===== src/rtl/fetch_sequencer_if.sv =====
// Handshake bundle between the fetch sequencer and its neighbours:
// instruction memory, execute unit, PC block and register file.
interface fetch_sequencer_if #(
  parameter int ADDR_WIDTH  = 32,
  parameter int INSTR_WIDTH = 32
);
  logic                   imem_req;
  logic                   imem_ack;
  logic [INSTR_WIDTH-1:0] instr_in;
  logic [INSTR_WIDTH-1:0] ir;

  logic                   ex_busy;
  logic                   ex_branch;
  logic [ADDR_WIDTH-1:0]  ex_target;
  logic                   ex_halt;
  logic                   ex_wb;

  logic                   pc_latch;
  logic                   pc_branch;
  logic [ADDR_WIDTH-1:0]  pc_target;
  logic                   rf_we;

  modport master (
    output imem_req,
    input  imem_ack,
    input  instr_in,
    output ir,
    input  ex_busy,
    input  ex_branch,
    input  ex_target,
    input  ex_halt,
    input  ex_wb,
    output pc_latch,
    output pc_branch,
    output pc_target,
    output rf_we
  );

  modport slave (
    input  imem_req,
    output imem_ack,
    output instr_in,
    input  ir,
    output ex_busy,
    output ex_branch,
    output ex_target,
    output ex_halt,
    output ex_wb,
    input  pc_latch,
    input  pc_branch,
    input  pc_target,
    input  rf_we
  );
endinterface


===== src/rtl/fetch_sequencer.sv =====
// Multi-cycle instruction sequencer: fetch, decode, execute, writeback.
//   state     | meaning
//   IDLE      | waiting for run
//   FETCH     | imem_req held until ack or fetch timeout
//   DECODE    | single cycle
//   EXECUTE   | waits while ex_busy, then captures branch/target/wb
//   WRITEBACK | pc_latch / rf_we strobes, retire
//   HALT      | absorbing until rst
module fetch_sequencer #(
  parameter int ADDR_WIDTH  = 32,
  parameter int INSTR_WIDTH = 32,
  parameter int MEM_TIMEOUT = 16
) (
  input  logic               clk,
  input  logic               rst,
  input  logic               run,
  fetch_sequencer_if.master  bus,
  output logic [2:0]         state,
  output logic [31:0]        retired,
  output logic               halted,
  output logic               timeout_err
);

  typedef enum logic [2:0] {
    IDLE      = 3'd0,
    FETCH     = 3'd1,
    DECODE    = 3'd2,
    EXECUTE   = 3'd3,
    WRITEBACK = 3'd4,
    HALT      = 3'd5
  } state_t;

  // Fetch wait timer counts down from MEM_TIMEOUT-1; terminal count at zero.
  localparam int              CNT_W     = (MEM_TIMEOUT > 1) ? $clog2(MEM_TIMEOUT) : 1;
  localparam logic [CNT_W-1:0] WAIT_LOAD = CNT_W'(MEM_TIMEOUT - 1);

  state_t                 st;
  logic [CNT_W-1:0]       wait_cnt;
  logic [INSTR_WIDTH-1:0] ir_q;
  logic                   br_q;
  logic [ADDR_WIDTH-1:0]  tgt_q;
  logic                   wb_q;

  function automatic logic [31:0] sat_inc(input logic [31:0] v);
    return (v == 32'hFFFF_FFFF) ? v : v + 32'd1;
  endfunction

  always_ff @(posedge clk) begin
    if (rst) begin
      st          <= IDLE;
      wait_cnt    <= '0;
      ir_q        <= '0;
      br_q        <= 1'b0;
      tgt_q       <= '0;
      wb_q        <= 1'b0;
      retired     <= '0;
      timeout_err <= 1'b0;
    end else begin
      case (st)
        IDLE: begin
          if (run) begin
            st       <= FETCH;
            wait_cnt <= WAIT_LOAD;
          end
        end
        FETCH: begin
          if (bus.imem_ack) begin
            ir_q <= bus.instr_in;
            st   <= DECODE;
          end else if (wait_cnt == '0) begin
            st          <= HALT;
            timeout_err <= 1'b1;
          end else begin
            wait_cnt <= wait_cnt - 1'b1;
          end
        end
        DECODE: st <= EXECUTE;
        EXECUTE: begin
          if (!bus.ex_busy) begin
            // HALT retires but never reaches WRITEBACK, so no PC update.
            if (bus.ex_halt) begin
              st      <= HALT;
              retired <= sat_inc(retired);
            end else begin
              br_q  <= bus.ex_branch;
              tgt_q <= bus.ex_target;
              wb_q  <= bus.ex_wb;
              st    <= WRITEBACK;
            end
          end
        end
        WRITEBACK: begin
          retired <= sat_inc(retired);
          if (run) begin
            st       <= FETCH;
            wait_cnt <= WAIT_LOAD;
          end else begin
            st <= IDLE;
          end
        end
        HALT:    st <= HALT;
        default: st <= IDLE;
      endcase
    end
  end

  // Strobes come straight from registers so inputs never reach outputs combinationally.
  assign bus.imem_req  = (st == FETCH);
  assign bus.pc_latch  = (st == WRITEBACK);
  assign bus.pc_branch = (st == WRITEBACK) && br_q;
  assign bus.rf_we     = (st == WRITEBACK) && wb_q;
  assign bus.pc_target = tgt_q;
  assign bus.ir        = ir_q;
  assign halted        = (st == HALT);
  assign state         = st;

endmodule


===== src/flat_wrapper.sv =====
// flat-port wrapper written by rule: the top's interface ports become plain ports
module fetch_sequencer_flat 
#(
  parameter int ADDR_WIDTH  = 32,
  parameter int INSTR_WIDTH = 32,
  parameter int MEM_TIMEOUT = 16
)
  (clk, rst, run, state, retired, halted, timeout_err, bus_imem_req, bus_imem_ack, bus_instr_in, bus_ir, bus_ex_busy, bus_ex_branch, bus_ex_target, bus_ex_halt, bus_ex_wb, bus_pc_latch, bus_pc_branch, bus_pc_target, bus_rf_we);
  fetch_sequencer_if #(.ADDR_WIDTH(ADDR_WIDTH), .INSTR_WIDTH(INSTR_WIDTH)) bus_i ();
  input  logic clk;
  input  logic rst;
  input  logic run;
  output logic [2:0] state;
  output logic [31:0] retired;
  output logic halted;
  output logic timeout_err;
  output wire logic [$bits(bus_i.imem_req)-1:0] bus_imem_req;
  input wire logic [$bits(bus_i.imem_ack)-1:0] bus_imem_ack;
  input wire logic [$bits(bus_i.instr_in)-1:0] bus_instr_in;
  output wire logic [$bits(bus_i.ir)-1:0] bus_ir;
  input wire logic [$bits(bus_i.ex_busy)-1:0] bus_ex_busy;
  input wire logic [$bits(bus_i.ex_branch)-1:0] bus_ex_branch;
  input wire logic [$bits(bus_i.ex_target)-1:0] bus_ex_target;
  input wire logic [$bits(bus_i.ex_halt)-1:0] bus_ex_halt;
  input wire logic [$bits(bus_i.ex_wb)-1:0] bus_ex_wb;
  output wire logic [$bits(bus_i.pc_latch)-1:0] bus_pc_latch;
  output wire logic [$bits(bus_i.pc_branch)-1:0] bus_pc_branch;
  output wire logic [$bits(bus_i.pc_target)-1:0] bus_pc_target;
  output wire logic [$bits(bus_i.rf_we)-1:0] bus_rf_we;
  assign bus_imem_req = bus_i.imem_req;
  assign bus_i.imem_ack = bus_imem_ack;
  assign bus_i.instr_in = bus_instr_in;
  assign bus_ir = bus_i.ir;
  assign bus_i.ex_busy = bus_ex_busy;
  assign bus_i.ex_branch = bus_ex_branch;
  assign bus_i.ex_target = bus_ex_target;
  assign bus_i.ex_halt = bus_ex_halt;
  assign bus_i.ex_wb = bus_ex_wb;
  assign bus_pc_latch = bus_i.pc_latch;
  assign bus_pc_branch = bus_i.pc_branch;
  assign bus_pc_target = bus_i.pc_target;
  assign bus_rf_we = bus_i.rf_we;
  fetch_sequencer #(.ADDR_WIDTH(ADDR_WIDTH), .INSTR_WIDTH(INSTR_WIDTH), .MEM_TIMEOUT(MEM_TIMEOUT)) u_core (.clk(clk), .rst(rst), .run(run), .bus(bus_i), .state(state), .retired(retired), .halted(halted), .timeout_err(timeout_err));
endmodule

===== config.mk =====
export PLATFORM = sky130hd
export DESIGN_NAME = fetch_sequencer_flat
export DESIGN_NICKNAME = d
export VERILOG_FILES = /design/src/rtl/fetch_sequencer_if.sv /design/src/rtl/fetch_sequencer.sv /design/src/flat_wrapper.sv
export SDC_FILE = /design/constraint.sdc
export NUM_CORES = 1
export LEC_CHECK = 0
export BUFFER_PORTS_ARGS = -buffer_cell sky130_fd_sc_hd__buf_2
export CORE_ASPECT_RATIO = 0.7
export CORE_MARGIN = 5
export CORE_UTILIZATION = 30
export CTS_CLUSTER_SIZE = 14
export DETAILED_ROUTE_END_ITERATION = 7
export GPL_ROUTABILITY_DRIVEN = 0
export MAX_ROUTING_LAYER = met4
export PLACE_DENSITY_LB_ADDON = 0.12
export SYNTH_ARGS = -nofsm -noshare
export SYNTH_HDL_FRONTEND = slang
export SYNTH_SLANG_ARGS = --single-unit

===== constraint.sdc =====
create_clock -name clk -period 1.62 [get_ports clk]
set_input_delay 0.081 -clock clk [delete_from_list [all_inputs] [get_ports clk]]
set_output_delay 0.081 -clock clk [all_outputs]
set_load 0.02 [all_outputs]

## After elaboration in Yosys (flattened, before gate mapping)

Cells that the tools add are included.

- Add/sub/neg operators: 2
- Equal/unequal tests: 13
- Muxes and demuxes: 15
- Bitwise logic cells: 3
- Reduce and logical (&&, ||, !) cells: 13

Operators with widths:

| cell | count |
|---|---|
| $mux W32 | 3 |
| $pmux W32 S2 | 1 |
| $add A32 B1 Y32 const B | 1 |
| $eq A32 B32 Y1 const B | 1 |
| $pmux W3 S6 | 1 |
| $mux W3 | 4 |
| $mux W4 | 3 |
| $reduce_and A3 Y1 | 4 |
| $ne A2 B2 Y1 const B | 5 |
| $pmux W4 S2 | 1 |
| $eq A3 B2 Y1 const B | 2 |
| $eq A3 B3 Y1 const B | 2 |
| $logic_not A4 Y1 | 1 |
| $reduce_and A4 Y1 | 1 |
| $reduce_bool A2 Y1 | 2 |
| $sub A4 B1 Y4 const B | 1 |
| $eq A3 B1 Y1 const B | 1 |
| $logic_not A3 Y1 | 1 |
| $ne A3 B1 Y1 const B | 1 |
| $not A1 Y1 | 3 |
| $logic_and A1 B1 Y1 | 2 |
| $mux W1 | 2 |
| $ne A2 B1 Y1 const B | 1 |
| $reduce_and A2 Y1 | 1 |
| $reduce_or A2 Y1 | 1 |

- Register bits: 106
- Input port bits: 72
- Output and inout bits: 105
- Logic and storage cells: 54

## Longest topological paths before layout

- Word-level depth: 5
- Depth in mapped cells: 8
- Gate-level depth less buffers: 7

## Worst setup path before layout

Ideal clock, no wire load.

- Kind: flip-flop to flip-flop
- From: register u_core.st[1], in the netlist u_core.state[1]
- To: register u_core.retired[15]
- Library setup time: 0.070 ns
- Arrival time: 2.004 ns
- Required time: 1.550 ns
- Setup slack: -0.454 ns
- Cell stages (with the launch flop): 8
- Buffers on the path: 2
- Period minus slack after synthesis: 2.074 ns
- Cell sequence: dfxtp_1 > buf_2 > nor3b_2 > a31oi_1 > a211o_1 > buf_4 > or4_1 > a21oi_1

- Word-level cells in the longest chain between the ends: 3
- Elaborated cells between the ends (all ways): 7
- Those cells by class: 4 x eq/ne; 1 x mux; 2 x reduce/logical

Ends and longest elaborated chain:

| element | line | text |
|---|---|---|
| start, declared | fetch_sequencer.sv:37 | `state_t st;` |
| start signal, assigned | fetch_sequencer.sv:50 | `st <= IDLE;` |
| start signal, assigned | fetch_sequencer.sv:62 | `st <= FETCH;` |
| start signal, assigned | fetch_sequencer.sv:69 | `st <= DECODE;` |
| $eq A3 B3 Y1 (*) | - |  |
| via bus_pc_latch | flat_wrapper.sv:26 | `output wire logic [$bits(bus_i.pc_latch)-1:0] bus_pc_latch;` |
| $reduce_bool A2 Y1 (no line) | - |  |
| $reduce_and A3 Y1 (no line) | - |  |
| end signal, assigned | fetch_sequencer.sv:83 | `retired <= sat_inc(retired);` |
| end signal, assigned | fetch_sequencer.sv:93 | `retired <= sat_inc(retired);` |
| end, declared | fetch_sequencer.sv:19 | `output logic [31:0] retired,` |

The timed path passes the listed nets; every way through them passes the cells marked *.
A chain may end at the register's enable or synchronous reset.

## Worst setup path in the final report

- From: register u_core.st[2], in the netlist u_core.state[2]
- To: register u_core.retired[11]

- Word-level cells in the longest chain between the ends: 3
- Elaborated cells between the ends (all ways): 7
- Those cells by class: 4 x eq/ne; 1 x mux; 2 x reduce/logical

Ends and longest elaborated chain:

| element | line | text |
|---|---|---|
| $eq A3 B2 Y1 / $eq A3 B3 Y1 (equally long branches) | fetch_sequencer.sv:59 | `case (st)` |
| $ne A2 B2 Y1 (no line) / $reduce_bool A2 Y1 (equally long branches) | - |  |
| $reduce_and A3 Y1 (no line) | - |  |

Parallel ways exist; a longest one is shown, timed or not.

==> run metrics <==
GRT overflow 0; Final Max Tran Viols 0; total wire length 14900 µm; PnR worst setup slack -0.209 ns; drc violations 0; HP Class input pin to flip-flop; Die Wd 154 µm; Async SR Flop Fraction 0%; Final ANT Viol Nets 0; CTS clk-pin slew, worst paths 0.07 ns; level count of the clock H-tree 3; Pre-antenna DRT Iters 4; status finished with violations; CORE AREA 14100 µm²; compound-gate portion of the synthesized area 16.9%; EDFF count, synth 0; WS Path Type flip-flop to flip-flop; synth top area cells dfxtp_1 49%, nand2_1 13%, a21oi_1 11%; Synth Warn # 0; fin crit share 113%; vias post-DR 4991; min cycle time layout 1.83 ns; largest net degree at the start of global routing 52; XOR/XNOR Fraction of Synth Area 0.802%; largest family of logic cells by synthesized area simple AND/OR/NAND/NOR gates; Syn Area/Cell 8.02 µm²; Mapped Cells 545; post-DP HPWL 9930 µm; register bit count reported by yosys 106; top cells by count, synth 153 x nand2_1, 106 x dfxtp_1, 95 x a21oi_1; DP Worst Slack -0.239 ns; Die Ht 111 µm; worst rel slew slack 62.2%; TNS Setup -4.36 ns; Worst Path Max Fanout 17; Adder-Cell Fraction of Synth Area 0.573%; WP data arrival 2.09 ns; initial antenna violation count 0; placed cells 950; clk_skew 0.00967 ns; Rows 36; CP Capture Type flip-flop; vias per inst 4.77; Worst Max-Slew Pin Slew 0.567 ns; 1st-iter DRT viols 251; Total Nets Final 926; Ant. Diodes 0; Port Buffer Count 176; Hold Path Cell Cnt 3; clock tree root buffer cell clkbuf_16; IO Pins 177; Leakage 0.00314 µW; pwr dens 761 nW/µm²; failing checks setup timing; vias in the first global route 4975; Final setup violation count 33; clock sink total 106; Final Non-Filler Cells 1047; Yosys top cell by area dfxtp_1; CTS tree yes; cts bufs inserted 9; Mapped Area 4370 µm²; total chip power 5650 µW; Hold Vio Cnt, Final 0; wire length on met2 6980 µm; first-pass GRT wire length 24200 µm; top_reg_cell synth dfxtp_1; number of distinct library cells after synthesis 42; worst r2r path cells 6; Routed met1 length 6840 µm; Worst Setup Start Kind flip-flop; simple-gate share of the synthesized area 28.1%; fin util 52.7%; most instantiated library cell after synthesis nand2_1; WL met3 918 µm; DR top layer met4; unrepaired setup endpoints after global routing true; syn_nets 619; clk_lat worst skew 0.34 ns; Initial Util 31.0%; number of max-cap violations 0; layout cells sized above 1 43.1%; Die ar. 17100 µm²; wire length per cell 14.3 µm; top cell type's share of synthesized area 48.6%; synthesis-to-finish area growth 70.1%; peak supply drop 0.552 mV; Worst Path Required 1.88 ns; fmax 547 MHz; post-synthesis mux area share 0.745%; post-synthesis sequential area ratio 48.6%; GRT Total Usage 17.4%; clk buf depth 2
worst max-delay path, stage by stage (launching register included):
cell	delay [ns]
dfxtp_4	0.37
nor3b_4	0.23
a31oi_2	0.14
a211o_1	0.30
buf_12	0.17
or4_1	0.39
a21oi_1	0.15
report_power, final:
| part | internal [µW] | leakage [µW] | switching (µW) |
|---|---|---|---|
| combinational | 434 | 0.00213 | 450 |
| clock | 1090 | 0.000130 | 948 |
| sequential | 2680 | 0.000875 | 52.5 |
cells in the final DEF (no fill, tap or decap), types with 4 or more instances in the layout:
cell and instances:
buf_2 173, nand2_1 151, a21oi_1 83, dfxtp_1 75, buf_4 72, dlygate4sd3_1 66, dfxtp_2 24, nor2_1 18
buf_6 13, o21ai_1 12, a21oi_2 12, or3_1 12, o31ai_1 10, or4_1 10, clkbuf_16 9, nand4_1 8
inv_1 8, dfxtp_4 7, buf_12 6, nor3_1 5, o21ai_0 5, nand3_1 4
cell families after synthesis:
kind of cell    count (synthesis)
simple gates                  250
compound gates                135
flops                         106
buf+inv                        45
xor+xnor                        4
mux                             3
fa+ha+maj                       2
sequential cells by signal (all words and copies together), names as in the netlist:
| register | flops |
|---|---|
| u_core.br_q | 1 |
| u_core.bus.ir | 32 |
| u_core.bus.pc_target | 32 |
| u_core.retired | 32 |
| u_core.state | 3 |
| u_core.timeout_err | 1 |
| u_core.wait_cnt | 4 |
| u_core.wb_q | 1 |
stage by stage:
stage	hold slack, ns	cell area (µm²)
floorplan	0.217	4470
global placement	0.321	6060
detailed placement	0.328	6060
CTS	0.0741	7180
global route	0.143	7430
finish	0.126	7430
metal layers:
metal  up-vias  GRT usage, %
met5         -             -
met4         0          4.18
met3        18          4.25
met2       162          27.6
met1      2320          22.5
li1       2491             -
area by class of cell:
| type | instances | area [µm²] |
|---|---|---|
| Fill cell | 1295 | 6670 |
| Multi-Input combinational cell | 395 | 2370 |
| Timing Repair Buffer | 330 | 2330 |
| Sequential cell | 106 | 2180 |
| Clock buffer | 13 | 250 |
| Tap cell | 190 | 238 |
| Inverter | 10 | 37.5 |
| Clock inverter | 3 | 25.0 |
path summary, 6_finish.rpt:
kind	start	end	slack (ns)
setup reg to reg	u_core.state[2]$_SDFFE_PP0P_	u_core.retired[11]$_SDFFE_PP0P_	-0.21
hold reg to reg	u_core.bus.pc_target[16]$_SDFFE_PP0P_	u_core.bus.pc_target[16]$_SDFFE_PP0P_	0.45
setup / recovery	u_core.state[2]$_SDFFE_PP0P_	u_core.retired[11]$_SDFFE_PP0P_	-0.21
hold / removal	run	u_core.state[0]$_SDFFE_PP0P_	0.13
repair_timing:
action                                  4_1_cts  5_1_grt
gates resized for setup                      32       54
hold buffers                                 66        0
gates cloned                                  1        0
endpoints found under the setup margin       35       66
endpoints found under the hold margin        66        0
pin swaps                                    17       22
setup buffers                                 6       10
(Power assumes the default switching activity.)
